`src/rtl/arbiter_client_pkg.sv`:
```
// Shared types and constants for the arbiter client driver.
package arbiter_client_pkg;

    // Per-channel handshake phases
    typedef enum logic [1:0] {
        ST_IDLE    = 2'd0,
        ST_REQ     = 2'd1,
        ST_HOLD    = 2'd2,
        ST_RELEASE = 2'd3
    } chan_state_e;

    // Depth of the grant synchroniser chain
    localparam int SYNC_STAGES = 2;

    // Width of the critical-section (hold) counter
    localparam int HOLD_W = 8;

    // Number of set bits in a vector (used by the grant mutual-exclusion check)
    function automatic int unsigned popcount(input logic [31:0] vec);
        int unsigned cnt;
        cnt = 32'd0;
        for (int i = 0; i < 32; i++) begin
            cnt = cnt + {31'd0, vec[i]};
        end
        return cnt;
    endfunction

endpackage

```
`src/rtl/arbiter_client_chan.sv`:
```
// One requester channel: 4-phase request FSM, wait/hold counters,
// saturating grant counter and sticky timeout/protocol flags.
module arbiter_client_chan
    import arbiter_client_pkg::*;
#(
    parameter int TIMEOUT = 255,
    parameter int CNT_W   = 8
) (
    input  logic              clk,
    input  logic              rst_n,
    input  logic              start,
    input  logic              gs,
    input  logic [HOLD_W-1:0] hold_cycles,
    input  logic              clr_err,
    output logic              req,
    output logic              busy,
    output logic              done,
    output logic              timeout,
    output logic              proto_err,
    output logic [CNT_W-1:0]  grant_cnt
);

    localparam int WAIT_W = (TIMEOUT < 1) ? 1 : $clog2(TIMEOUT + 1);
    localparam logic [WAIT_W-1:0] WAIT_ZERO = {WAIT_W{1'b0}};
    localparam logic [WAIT_W-1:0] WAIT_ONE  = {{(WAIT_W-1){1'b0}}, 1'b1};
    localparam logic [WAIT_W-1:0] WAIT_MAX  = WAIT_W'(TIMEOUT);
    localparam logic [HOLD_W-1:0] HOLD_ZERO = {HOLD_W{1'b0}};
    localparam logic [HOLD_W-1:0] HOLD_ONE  = {{(HOLD_W-1){1'b0}}, 1'b1};
    localparam logic [CNT_W-1:0]  CNT_ZERO  = {CNT_W{1'b0}};
    localparam logic [CNT_W-1:0]  CNT_ONE   = {{(CNT_W-1){1'b0}}, 1'b1};
    localparam logic [CNT_W-1:0]  CNT_MAX   = {CNT_W{1'b1}};

    chan_state_e       state_r, state_nx_s;
    logic [WAIT_W-1:0] wait_r, wait_nx_s;
    logic [HOLD_W-1:0] hold_r, hold_nx_s;
    logic              aborted_r, aborted_nx_s;
    logic              set_to_s, set_proto_s, grant_inc_s, done_s;
    logic              req_r, busy_r, done_r, timeout_r, proto_err_r;
    logic [CNT_W-1:0]  grant_cnt_r;

    // Next-state and event decode for the handshake FSM
    always_comb begin
        state_nx_s   = state_r;
        wait_nx_s    = wait_r;
        hold_nx_s    = hold_r;
        aborted_nx_s = aborted_r;
        set_to_s     = 1'b0;
        set_proto_s  = 1'b0;
        grant_inc_s  = 1'b0;
        done_s       = 1'b0;
        case (state_r)
            ST_IDLE: begin
                // A grant while we are not requesting is an arbiter fault
                set_proto_s = gs;
                if (start) begin
                    state_nx_s   = ST_REQ;
                    wait_nx_s    = WAIT_ZERO;
                    aborted_nx_s = 1'b0;
                end else begin
                    state_nx_s = ST_IDLE;
                end
            end
            ST_REQ: begin
                // Grant takes priority over an abort in the same cycle
                if (gs) begin
                    state_nx_s  = ST_HOLD;
                    hold_nx_s   = (hold_cycles == HOLD_ZERO) ? HOLD_ONE : hold_cycles;
                    grant_inc_s = 1'b1;
                end else if (wait_r == WAIT_MAX) begin
                    state_nx_s   = ST_RELEASE;
                    set_to_s     = 1'b1;
                    aborted_nx_s = 1'b1;
                end else begin
                    wait_nx_s = wait_r + WAIT_ONE;
                end
            end
            ST_HOLD: begin
                hold_nx_s = hold_r - HOLD_ONE;
                if (hold_r == HOLD_ONE) begin
                    state_nx_s = ST_RELEASE;
                end else begin
                    state_nx_s = ST_HOLD;
                end
            end
            ST_RELEASE: begin
                // Wait for the grant to drop, even after an abort (late grant)
                if (!gs) begin
                    state_nx_s = ST_IDLE;
                    done_s     = !aborted_r;
                end else begin
                    state_nx_s = ST_RELEASE;
                end
            end
            default: begin
                state_nx_s = ST_IDLE;
            end
        endcase
    end

    // FSM state and working counters
    always_ff @(posedge clk or negedge rst_n) begin
        if (!rst_n) begin
            state_r   <= ST_IDLE;
            wait_r    <= WAIT_ZERO;
            hold_r    <= HOLD_ZERO;
            aborted_r <= 1'b0;
        end else begin
            state_r   <= state_nx_s;
            wait_r    <= wait_nx_s;
            hold_r    <= hold_nx_s;
            aborted_r <= aborted_nx_s;
        end
    end

    // Registered outputs, sticky flags (set beats clear) and grant counter
    always_ff @(posedge clk or negedge rst_n) begin
        if (!rst_n) begin
            req_r       <= 1'b0;
            busy_r      <= 1'b0;
            done_r      <= 1'b0;
            timeout_r   <= 1'b0;
            proto_err_r <= 1'b0;
            grant_cnt_r <= CNT_ZERO;
        end else begin
            req_r  <= (state_nx_s == ST_REQ) || (state_nx_s == ST_HOLD);
            busy_r <= (state_nx_s != ST_IDLE);
            done_r <= done_s;
            if (set_to_s) begin
                timeout_r <= 1'b1;
            end else if (clr_err) begin
                timeout_r <= 1'b0;
            end else begin
                timeout_r <= timeout_r;
            end
            if (set_proto_s) begin
                proto_err_r <= 1'b1;
            end else if (clr_err) begin
                proto_err_r <= 1'b0;
            end else begin
                proto_err_r <= proto_err_r;
            end
            if (grant_inc_s) begin
                if (clr_err) begin
                    grant_cnt_r <= CNT_ONE;
                end else if (grant_cnt_r != CNT_MAX) begin
                    grant_cnt_r <= grant_cnt_r + CNT_ONE;
                end else begin
                    grant_cnt_r <= grant_cnt_r;
                end
            end else if (clr_err) begin
                grant_cnt_r <= CNT_ZERO;
            end else begin
                grant_cnt_r <= grant_cnt_r;
            end
        end
    end

    assign req       = req_r;
    assign busy      = busy_r;
    assign done      = done_r;
    assign timeout   = timeout_r;
    assign proto_err = proto_err_r;
    assign grant_cnt = grant_cnt_r;

endmodule

```
`src/rtl/arbiter_client_driver.sv`:
```
// Requester-side driver for the multi-channel mutual-exclusion arbiter:
// grant synchronisers, mutual-exclusion checker and one FSM per channel.
module arbiter_client_driver
    import arbiter_client_pkg::*;
#(
    parameter int BITS    = 3,
    parameter int TIMEOUT = 255,
    parameter int CNT_W   = 8
) (
    input  logic                  wb_clk_i,
    input  logic                  wb_rst_ni,
    input  logic [BITS-1:0]       start_i,
    input  logic [HOLD_W-1:0]     hold_cycles_i,
    input  logic                  clr_err_i,
    input  logic [BITS-1:0]       grant_i,
    output logic [BITS-1:0]       req_o,
    output logic [BITS-1:0]       busy_o,
    output logic [BITS-1:0]       done_o,
    output logic [BITS-1:0]       timeout_o,
    output logic [BITS-1:0]       proto_err_o,
    output logic                  mutex_err_o,
    output logic [BITS*CNT_W-1:0] grant_cnt_o
);

    logic [SYNC_STAGES-1:0][BITS-1:0] sync_r;
    logic [BITS-1:0]                  gs_s;
    logic                             multi_grant_s;
    logic                             mutex_err_r;

    // Grant synchroniser chain; only the last stage is used downstream
    always_ff @(posedge wb_clk_i or negedge wb_rst_ni) begin
        if (!wb_rst_ni) begin
            sync_r <= {(SYNC_STAGES*BITS){1'b0}};
        end else begin
            sync_r <= {sync_r[SYNC_STAGES-2:0], grant_i};
        end
    end

    assign gs_s          = sync_r[SYNC_STAGES-1];
    assign multi_grant_s = (popcount(32'(gs_s)) > 32'd1);

    // Sticky flag for two or more simultaneous synchronised grants
    always_ff @(posedge wb_clk_i or negedge wb_rst_ni) begin
        if (!wb_rst_ni) begin
            mutex_err_r <= 1'b0;
        end else if (multi_grant_s) begin
            mutex_err_r <= 1'b1;
        end else if (clr_err_i) begin
            mutex_err_r <= 1'b0;
        end else begin
            mutex_err_r <= mutex_err_r;
        end
    end

    assign mutex_err_o = mutex_err_r;

    for (genvar k = 0; k < BITS; k++) begin : g_chan
        arbiter_client_chan #(
            .TIMEOUT (TIMEOUT),
            .CNT_W   (CNT_W)
        ) u_chan (
            .clk         (wb_clk_i),
            .rst_n       (wb_rst_ni),
            .start       (start_i[k]),
            .gs          (gs_s[k]),
            .hold_cycles (hold_cycles_i),
            .clr_err     (clr_err_i),
            .req         (req_o[k]),
            .busy        (busy_o[k]),
            .done        (done_o[k]),
            .timeout     (timeout_o[k]),
            .proto_err   (proto_err_o[k]),
            .grant_cnt   (grant_cnt_o[k*CNT_W +: CNT_W])
        );
    end

endmodule

```
`config.mk`:
```
export PLATFORM = sky130hd
export DESIGN_NAME = arbiter_client_driver
export DESIGN_NICKNAME = d
export VERILOG_FILES = /design/src/rtl/arbiter_client_pkg.sv /design/src/rtl/arbiter_client_chan.sv /design/src/rtl/arbiter_client_driver.sv
export SDC_FILE = /design/constraint.sdc
export NUM_CORES = 1
export LEC_CHECK = 0
export BUFFER_PORTS_ARGS = -buffer_cell sky130_fd_sc_hd__clkbuf_2
export CORE_MARGIN = 2
export CORE_UTILIZATION = 59
export DETAILED_ROUTE_END_ITERATION = 16
export PLACE_DENSITY = 0.83
export SYNTH_ARGS = -nofsm -noshare
export SYNTH_HDL_FRONTEND = slang
export SYNTH_SLANG_ARGS = --single-unit
```
`constraint.sdc`:
```
create_clock -name wb_clk_i -period 1.88 [get_ports wb_clk_i]
set_input_delay 0.094 -clock wb_clk_i [delete_from_list [all_inputs] [get_ports wb_clk_i]]
set_output_delay 0.094 -clock wb_clk_i [all_outputs]
set_load 0.005 [all_outputs]
```
==> results.cfg, run 1 <==
[outcome]
outcome = complete, no violations

[sta]
rsz0062_at_grt = false
final.setup_skew_ns = 0.0105
fin_crit_sh_pct = 94.3
fmax_mhz = 564
drv_slew = 0
finalSetupViolCount = 0
worst_slew_pin_slew_ns = 0.579
fin_tns_setup_ns = 0
max_slew_margin_pct = 61.1
holdWs_ns = 0.0369
fin_crit_ns = 1.77
hold_viol_final = 0

[power]
ir_drop_mv = 0.606
leakage_nw = 2.78
powerDensity_mw_per_mm2 = 1290

[routing]
viasPerCell = 6.15
firstDrtPassIters = 5
drt_iter0_drc = 308
wl_per_cell_um = 15.8
ant_nets = 0
wl_um = 11800
remaining_drc_errors = 0
vias = 4622

[synthesis]
yosys_warnings = 0
syn_nets = 601
yosysTopAreaCell = dfrtp_1
synth_edf_count = 0
syn_area_per_cell_um2 = 9.56
netlist_area_mm2 = 0.00543
yosysUniqueCellTypes = 65
synth_cells = 568
synthArstFlopShare_pct = 100
synth_ff_type = dfrtp_1
yosys-top-cells-area = dfrtp_1, nand2_1, ha_1, o21ai_0, nand3_1
synth_top_area_share_pct = 47.5
synth_seq_cells = 103
seq_area_frac_synth_pct = 47.5

[global_routing]
grt_pass1_vias = 4224
grt.overflow.total = 0
track_usage_pct = 24.6
grt_max_degree = 104
antenna_found_initial = 0
grt_pass1_wl_um = 19800

[die]
die_y_um = 99.9
die_area_mm2 = 0.00999
die_width_um = 99.9
start_util_pct = 59.9
placementRows = 35
pin_count = 57
core_area_mm2 = 0.00906

[layout]
drive_above_1_share_pct = 19.1
nNetsFinal = 668
layout-area-overhead-vs-synth_pct = 14.1
n_antenna_cell = 0
nFillCells = 703
final_cell_mix = dfrtp_1, nand2_1, clkbuf_2
final_common_cell = dfrtp_1
fin_util_pct = 68.4

[worst_setup_path]
end_kind = flop
crit_start = g_chan[2].u_chan.hold_r[0]
crit_path_max_fanout = 3
cp-endpoint = g_chan[2].u_chan.hold_r[6]
cpPeakStageDelay_ns = 0.42
rr_endpoint = g_chan[2].u_chan.hold_r[6]
cpMaxStageDelayCell = dfrtp_1
worstSetupPathType = flop to flop
rr_startpoint = g_chan[2].u_chan.hold_r[0]
worstPathRequired_ns = 2.15
critPathLaunchType = flop
crit_arrival_ns = 2.04
worstPathCellList = inv_1 -> ha_1 -> or3b_1 -> o31ai_2 -> a21oi_1 -> a311oi_1
r2r_cells = 6
r2r_slack_ns = 0.11

[cts]
cts_buffer_depth = 2
numCtsBuffers = 9
cts_tree = built
cts.sinks = 103
clock_latency_ns = 0.37
h-tree-depth = 3
cts_root_buffer = clkbuf_8
postCtsSetupBuffers = 0
clk_pin_slew_worst_paths_ns = 0.09

[placed_design]
hpwl_um = 8320
place.gp.congestion = 0.924
portBuffers = 56

[hold_path]
hold_path.class = input pin to flop
holdPathStages = 2

[flow_run]
max_cap_viol_count = 0
[critical path, delay by kind of cell (launching register included)]
family / cells / cell delay [ns]
buf+inv: 1 / 0.11
compound gates: 3 / 0.56
simple gates: 1 / 0.41
flops: 1 / 0.42
fa+ha+maj: 1 / 0.19
[repair_timing]
action                                  in CTS  in global routing
hold endpoints to repair                   107                  0
gates resized for setup                      0                 10
endpoints found under the setup margin       0                 10
hold buffers                                 5                  0
[report_power, final]
group | internal (W) | leakage [nW] | total [W] | switching (W)
clock | 0.000653 | 0.103 | 0.00140 | 0.000749
combinational | 0.00141 | 1.37 | 0.00303 | 0.00163
sequential | 0.00285 | 1.31 | 0.00355 | 0.000700
[through the flow]
step / instances / area (um2) / setup slack (ns) / total power (W)
6_report: 751 / 6200 / 0.107 / 0.00798
5_1_grt: 751 / 6200 / 0.0000810 / 0.00860
3_5_place_dp: 730 / 5890 / 0.0655 / 0.00651
4_1_cts: 751 / 6140 / 0.0356 / 0.00793
3_3_place_gp: 730 / 5890 / 0.115 / 0.00632
2_1_floorplan: 568 / 5430 / 0.188 / 0.00554
[kinds of logic (layout without fill, tap and decap cells)]
| family | after synthesis | in the layout | synth area share, % |
|---|---|---|---|
| AOI/OAI and AO/OA | 143 | 143 | 18.0 |
| xor gates and xnor gates | 7 | 7 | 1.13 |
| adders and majority gates | 16 | 16 | 3.69 |
| buffers and inverters | 58 | 130 | 5.46 |
| DFF | 103 | 103 | 47.5 |
| muxes | 6 | 6 | 1.11 |
| and+or+nand+nor | 235 | 235 | 23.1 |
[cell usage after synthesis, types with 4 or more instances]
cell	n
a21o_1	4
o21ai_0	32
nor4b_1	5
nand4_1	11
o21a_1	4
buf_4	16
xor2_1	6
nor2b_1	6
and3_1	9
dfrtp_1	103
nor4_1	6
ha_1	16
clkbuf_1	9
inv_1	21
a211oi_1	6
a21oi_1	28
o31ai_1	6
and2_1	5
nand3b_1	6
nand2b_1	13
or4_1	5
nor2_1	35
nand3_1	29
o211ai_1	12
a31oi_1	5
or3_1	8
nand2_1	60
a22o_1	6
buf_2	9
nor3_1	18
a311oi_1	5
o221ai_1	4
mux2i_1	6
o311ai_0	4
o41ai_1	4
[sequential cells by signal, summed over array words and instances (netlist names)]
| name | count |
|---|---|
| g_chan.u_chan.grant_cnt | 24 |
| mutex_err_o | 1 |
| sync_r | 3 |
| g_chan.u_chan.timeout | 3 |
| g_chan.u_chan.wait_r | 24 |
| g_chan.u_chan.state_r | 6 |
| g_chan.u_chan.done | 3 |
| g_chan.u_chan.proto_err | 3 |
| g_chan.u_chan.req | 3 |
| g_chan.u_chan.aborted_r | 3 |
| g_chan.u_chan.busy | 3 |
| g_chan.u_chan.hold_r | 24 |
| gs_s | 3 |
[layout make-up]
cell class	count	area, um2	area share, %
sequential	103	2580	41.6
clock buffer	11	141	2.28
tap	111	139	2.24
inverter	22	82.6	1.33
multi-input combinational	407	2610	42.1
timing repair buffer	92	591	9.53
clock inverter	5	57.6	0.929
[how the worst min path moves through the flow]
stage	from	endpoint
floorplan	wb_rst_ni	g_chan[0].u_chan.aborted_r
global placement	wb_rst_ni	g_chan[1].u_chan.wait_r[6]
detailed placement	wb_rst_ni	g_chan[1].u_chan.wait_r[6]
CTS	hold_cycles_i[5]	g_chan[1].u_chan.hold_r[5]
global route	hold_cycles_i[3]	g_chan[2].u_chan.hold_r[3]
finish	hold_cycles_i[5]	g_chan[1].u_chan.hold_r[5]
[layer usage]
metal	vias to the layer above	wire (um)	share of wire (%)	global-route usage (%)
met3	21	601	5.1	4.94
met2	151	5490	46	37.7
met5	-	0	0	0
met4	0	202	1.7	9.38
li1	2212	-	-	-
met1	2238	5550	47	34.9
No activity file was read; power rests on OpenSTA's default activity.
==> run 2, diff against run 1 <==
--- a/config.mk
+++ b/config.mk
@@ -5,7 +5,7 @@
 export SDC_FILE = /design/constraint.sdc
 export NUM_CORES = 1
 export LEC_CHECK = 0
-export BUFFER_PORTS_ARGS = -buffer_cell sky130_fd_sc_hd__clkbuf_2
+export BUFFER_PORTS_ARGS = -buffer_cell sky130_fd_sc_hd__buf_2
 export CORE_MARGIN = 2
 export CORE_UTILIZATION = 59
 export DETAILED_ROUTE_END_ITERATION = 16
==> run 2 against run 1 <==
Effect of this change: first-iteration DRC count is 11% lower; largest power group unchanged; design area is 0.53% lower; total power is 1.6% lower; highest routed layer unchanged; critical path depth is 2 lower; sequential cell count stayed put.
==> results.cfg, run 2 (synthesis results as in run 1) <==
[sta]
fin_crit_ns = 1.77
fin_crit_sh_pct = 94.4
finalSetupViolCount = 0
fmax_mhz = 564
worst_slew_pin_slew_ns = 0.570
fin_tns_setup_ns = 0
drv_slew = 0
hold_viol_final = 0
setup_ws_ns = 0.105
holdWs_ns = 0.0263
final.setup_skew_ns = 0.0174
rsz0062_at_grt = false
max_slew_margin_pct = 62.0

[cts]
clk_pin_slew_worst_paths_ns = 0.11
clock_latency_ns = 0.37
cts_buffer_depth = 2
cts_root_buffer = clkbuf_8
cts_tree = built
cts.sinks = 103
numCtsBuffers = 9
h-tree-depth = 3
postCtsSetupBuffers = 0

[power]
p_int_w = 0.00476
ir_drop_mv = 0.549
seq_power_share_pct = 44.9
clockPowerShare_pct = 16.5
leakage_nw = 2.78
p_sw_share_pct = 39.4
finalPower_w = 0.00786
combinationalPowerShare_pct = 38.6
powerDensity_mw_per_mm2 = 1280
switchingPower_w = 0.00310

[die]
die_area_mm2 = 0.00999
placementRows = 35
pin_count = 57
core_area_mm2 = 0.00906
die_width_um = 99.9
start_util_pct = 59.9
die_y_um = 99.9

[routing]
wl_per_cell_um = 15.9
firstDrtPassIters = 5
remaining_drc_errors = 0
viasPerCell = 6.12
wl_um = 11900
ant_nets = 0
vias = 4594
drt_iter0_drc = 273

[global_routing]
grt_max_degree = 44
grt_pass1_wl_um = 20000
grt_pass1_vias = 4418
track_usage_pct = 24.8
antenna_found_initial = 0
grt.overflow.total = 0

[hold_path]
hold_path.class = input pin to flop
min_from = start_i[1]
holdPathStages = 3
hold_path_end = g_chan[1].u_chan.aborted_r

[outcome]
outcome = complete, no violations

[flow_run]
max_cap_viol_count = 0

[worst_setup_path]
r2r_cells = 4
crit_arrival_ns = 2.03
r2r_slack_ns = 0.11
critPathLaunchType = flop
cpLargestDelayFamily = simple AND/OR/NAND/NOR gates
cpMaxStageDelayCell = or4_1
rr_endpoint = g_chan[2].u_chan.req
rr_startpoint = g_chan[2].u_chan.hold_r[5]
worstPathRequired_ns = 2.13
crit_path_max_fanout = 2
worstSetupPathType = flop to flop
crit_buf_inv = 0
worstPathCellList = or4_1 -> nor4_1 -> o31ai_1 -> ha_1
cpPeakStageDelay_ns = 0.57
end_kind = flop
path_depth = 4

[layout]
final_common_cell = dfrtp_1
nNetsFinal = 668
layout-area-overhead-vs-synth_pct = 13.5
final_cell_mix = dfrtp_1, nand2_1, buf_2
n_antenna_cell = 0
drive_above_1_share_pct = 19.2
fin_util_pct = 68.0

[placed_design]
place_ws_ns = 0.0363
hpwl_um = 8610
place.gp.congestion = 0.950
portBuffers = 56
[run 2: cell types whose count changed in the layout (fill, tap and decap cells not counted), sizes merged]
| cell | delta |
|---|---|
| bufinv | -1 |
| buf | +56 |
| clkbuf | -55 |
| clkinv | -4 |
| clkinvlp | +3 |
| inv | +2 |
| dlygate4sd3 | -1 |
[run 2: stage by stage]
stage,cells,instance area [um2]
2_1_floorplan,568,5430
3_3_place_gp,731,5900
3_5_place_dp,731,5900
4_1_cts,751,6120
5_1_grt,751,6160
6_report,751,6160
[run 2: final cells by class]
class	count	area, um2
Clock buffer	11	141
Clock inverter	5	40.0
Fill cell	715	2900
Inverter	22	82.6
Multi-Input combinational cell	407	2590
Sequential cell	103	2580
Tap cell	111	139
Timing Repair Buffer	92	588
[run 2: worst min-delay path, delay by kind of cell]
kind                   cells  cell delay (ns)
AO/OA/AOI/OAI              1             0.11
AND/OR/NAND/NOR            1             0.06
buffers and inverters      1             0.11
[run 2: per-layer routing]
metal	GRT usage (%)	share of wire, %	vias to the layer above
li1	-	-	2219
met1	34.2	45	2209
met2	39.2	47	145
met3	5.78	5.9	21
met4	8.54	1.8	0
met5	0	0	-
[run 2: power by group through the flow]
stage / Clock, W / Sequential (W) / Combinational [W]
after floorplan: 0 / 0.00334 / 0.00220
after CTS: 0.00133 / 0.00351 / 0.00300
after detailed placement: 0 / 0.00353 / 0.00298
final: 0.00130 / 0.00353 / 0.00303
after global routing: 0.00143 / 0.00364 / 0.00341
after global placement: 0 / 0.00350 / 0.00282
[run 2: how the worst max path moves through the flow]
stage | from | to
after floorplan | g_chan[0].u_chan.wait_r[0] | g_chan[0].u_chan.req
after global placement | g_chan[1].u_chan.wait_r[0] | g_chan[1].u_chan.wait_r[7]
after detailed placement | g_chan[1].u_chan.wait_r[0] | g_chan[1].u_chan.wait_r[7]
after CTS | g_chan[1].u_chan.wait_r[0] | g_chan[1].u_chan.wait_r[7]
after global routing | g_chan[2].u_chan.hold_r[0] | g_chan[2].u_chan.hold_r[6]
final | g_chan[2].u_chan.hold_r[5] | g_chan[2].u_chan.req
[run 2: repair_timing]
action                                  in CTS  in global routing
endpoints found under the setup margin       0                 14
hold endpoints to repair                    43                  0
gates resized for setup                      0                  9
hold buffers                                 4                  0
==> run 3, diff against run 2 <==
--- a/config.mk
+++ b/config.mk
@@ -7,9 +7,9 @@
 export LEC_CHECK = 0
 export BUFFER_PORTS_ARGS = -buffer_cell sky130_fd_sc_hd__buf_2
 export CORE_MARGIN = 2
-export CORE_UTILIZATION = 59
+export CORE_UTILIZATION = 50
 export DETAILED_ROUTE_END_ITERATION = 16
-export PLACE_DENSITY = 0.83
+export PLACE_DENSITY = 0.72
 export SYNTH_ARGS = -nofsm -noshare
 export SYNTH_HDL_FRONTEND = slang
 export SYNTH_SLANG_ARGS = --single-unit
==> run 3 against run 2 <==
Effect of this change: via count decreased by 1.8%; wire length rose by 0.71%; fmax shrank 1.0%; first-iteration DRC count shrank 13%; die area up 17%; final cell count is 4.3% higher; setup slack lost 0.018 ns; design area grew 1.0%; critical endpoint unchanged; critical path depth is the same; highest routed layer unchanged.
==> results.cfg, run 3 (synthesis results as in run 1) <==
[routing]
ant_nets = 0
vias = 4511
wl_um = 12000
remaining_drc_errors = 0
wl_per_cell_um = 15.3
viasPerCell = 5.76
drt_iter0_drc = 237
firstDrtPassIters = 4

[die]
placementRows = 38
core_area_mm2 = 0.0107
pin_count = 57
start_util_pct = 50.7
die_y_um = 108
die_width_um = 108
die_area_mm2 = 0.0117

[hold_path]
hold_path.class = input pin to flop
hold_path_end = g_chan[1].u_chan.hold_r[6]
holdPathStages = 3
min_from = hold_cycles_i[6]

[layout]
nNetsFinal = 671
final_cell_mix = dfrtp_1, nand2_1, buf_2
nFillCells = 934
seqCellArea_mm2 = 0.00258
n_antenna_cell = 0
multi_input_area_mm2 = 0.00258
layout-area-overhead-vs-synth_pct = 14.7
fin_cells = 783
design_area_mm2 = 0.00623
drive_above_1_share_pct = 18.8
final_common_cell = dfrtp_1

[global_routing]
grt_pass1_vias = 4248
grt.overflow.total = 0
antenna_found_initial = 0
track_usage_pct = 21.8
grt_max_degree = 104
grt_pass1_wl_um = 20200

[sta]
final.setup_skew_ns = 0.0130
holdWs_ns = 0.0271
finalSetupViolCount = 0
fmax_mhz = 558
max_slew_margin_pct = 62.5
setup_ws_ns = 0.0874
fin_crit_ns = 1.79
worst_slew_pin_slew_ns = 0.563
hold_viol_final = 0
drv_slew = 0
rsz0062_at_grt = true
fin_crit_sh_pct = 95.4

[worst_setup_path]
cpLargestDelayFamily = simple AND/OR/NAND/NOR gates
r2r_slack_ns = 0.09
worstPathCellList = or4_1 -> nor4_2 -> o31ai_1 -> ha_1
crit_buf_inv = 0
critPathLaunchType = flop
end_kind = flop
crit_path_max_fanout = 5
rr_startpoint = g_chan[2].u_chan.hold_r[5]
worstSetupPathType = flop to flop
rr_endpoint = g_chan[2].u_chan.req
cpPeakStageDelay_ns = 0.57
crit_arrival_ns = 2.07
r2r_cells = 4
worstPathRequired_ns = 2.15
cpMaxStageDelayCell = or4_1
path_depth = 4

[cts]
clock_latency_ns = 0.39
h-tree-depth = 3
numCtsBuffers = 9
cts_root_buffer = clkbuf_8
postCtsSetupBuffers = 0
cts.sinks = 103
clk_pin_slew_worst_paths_ns = 0.10
cts_tree = built
cts_buffer_depth = 2

[placed_design]
place.gp.congestion = 0.923
dpl_cell_area_mm2 = 0.00592
hpwl_um = 8310
dp.cells = 759
place_ws_ns = 0.0546
portBuffers = 56

[power]
leakage_nw = 2.80
powerDensity_mw_per_mm2 = 1270
ir_drop_mv = 0.550

[outcome]
outcome = complete, no violations

[flow_run]
max_cap_viol_count = 0
run 3: worst max path at each step:
stage / from / to
2_1_floorplan: g_chan[0].u_chan.wait_r[0] / g_chan[0].u_chan.req
4_1_cts: g_chan[2].u_chan.hold_r[5] / g_chan[2].u_chan.req
3_5_place_dp: g_chan[2].u_chan.hold_r[5] / g_chan[2].u_chan.req
5_1_grt: g_chan[0].u_chan.wait_r[0] / g_chan[0].u_chan.req
3_3_place_gp: g_chan[2].u_chan.hold_r[5] / g_chan[2].u_chan.req
6_report: g_chan[2].u_chan.hold_r[5] / g_chan[2].u_chan.req
run 3: timing repair:
item / 4_1_cts / 5_1_grt
hold endpoints to repair: 110 / 0
gates resized for setup: 0 / 9
hold buffers: 8 / 0
endpoints found under the setup margin: 0 / 7
run 3: layout make-up:
| cell class | count | area share (%) |
|---|---|---|
| clock buffers | 12 | 2.33 |
| clock inverters | 4 | 0.884 |
| inverters | 22 | 1.33 |
| multi-input cells | 407 | 41.4 |
| flip-flops and latches | 103 | 41.5 |
| well taps | 140 | 2.81 |
| repair buffers | 95 | 9.76 |
run 3: metal layers:
layer,track usage [%],vias up,share of wire (%)
met5,0,-,0
met4,6.04,0,1.3
met3,5.97,14,5.7
met2,33.4,99,47
met1,30.5,2182,46
li1,-,2216,-
run 3: metrics by stage:
stage | TNS [ns] | util, % | power, W
3_5_place_dp | 0 | 55.3 | 0.00644
5_1_grt | -0.0131 | 58.2 | 0.00856
4_1_cts | 0 | 57.9 | 0.00790
2_1_floorplan | 0 | - | 0.00554
3_3_place_gp | 0 | 55.3 | 0.00630
6_report | 0 | 58.2 | 0.00791
run 3: power breakdown:
part | internal [W] | switching, W
Sequential | 0.00285 | 0.000718
Clock | 0.000658 | 0.000762
Combinational | 0.00135 | 0.00157
Total | 0.00486 | 0.00305
run 3: worst min-delay path: cells and delay by family:
kind                   cells  cell delay, ns
AND/OR/NAND/NOR            1            0.11
buffers and inverters      1            0.13
AO/OA/AOI/OAI              1            0.05
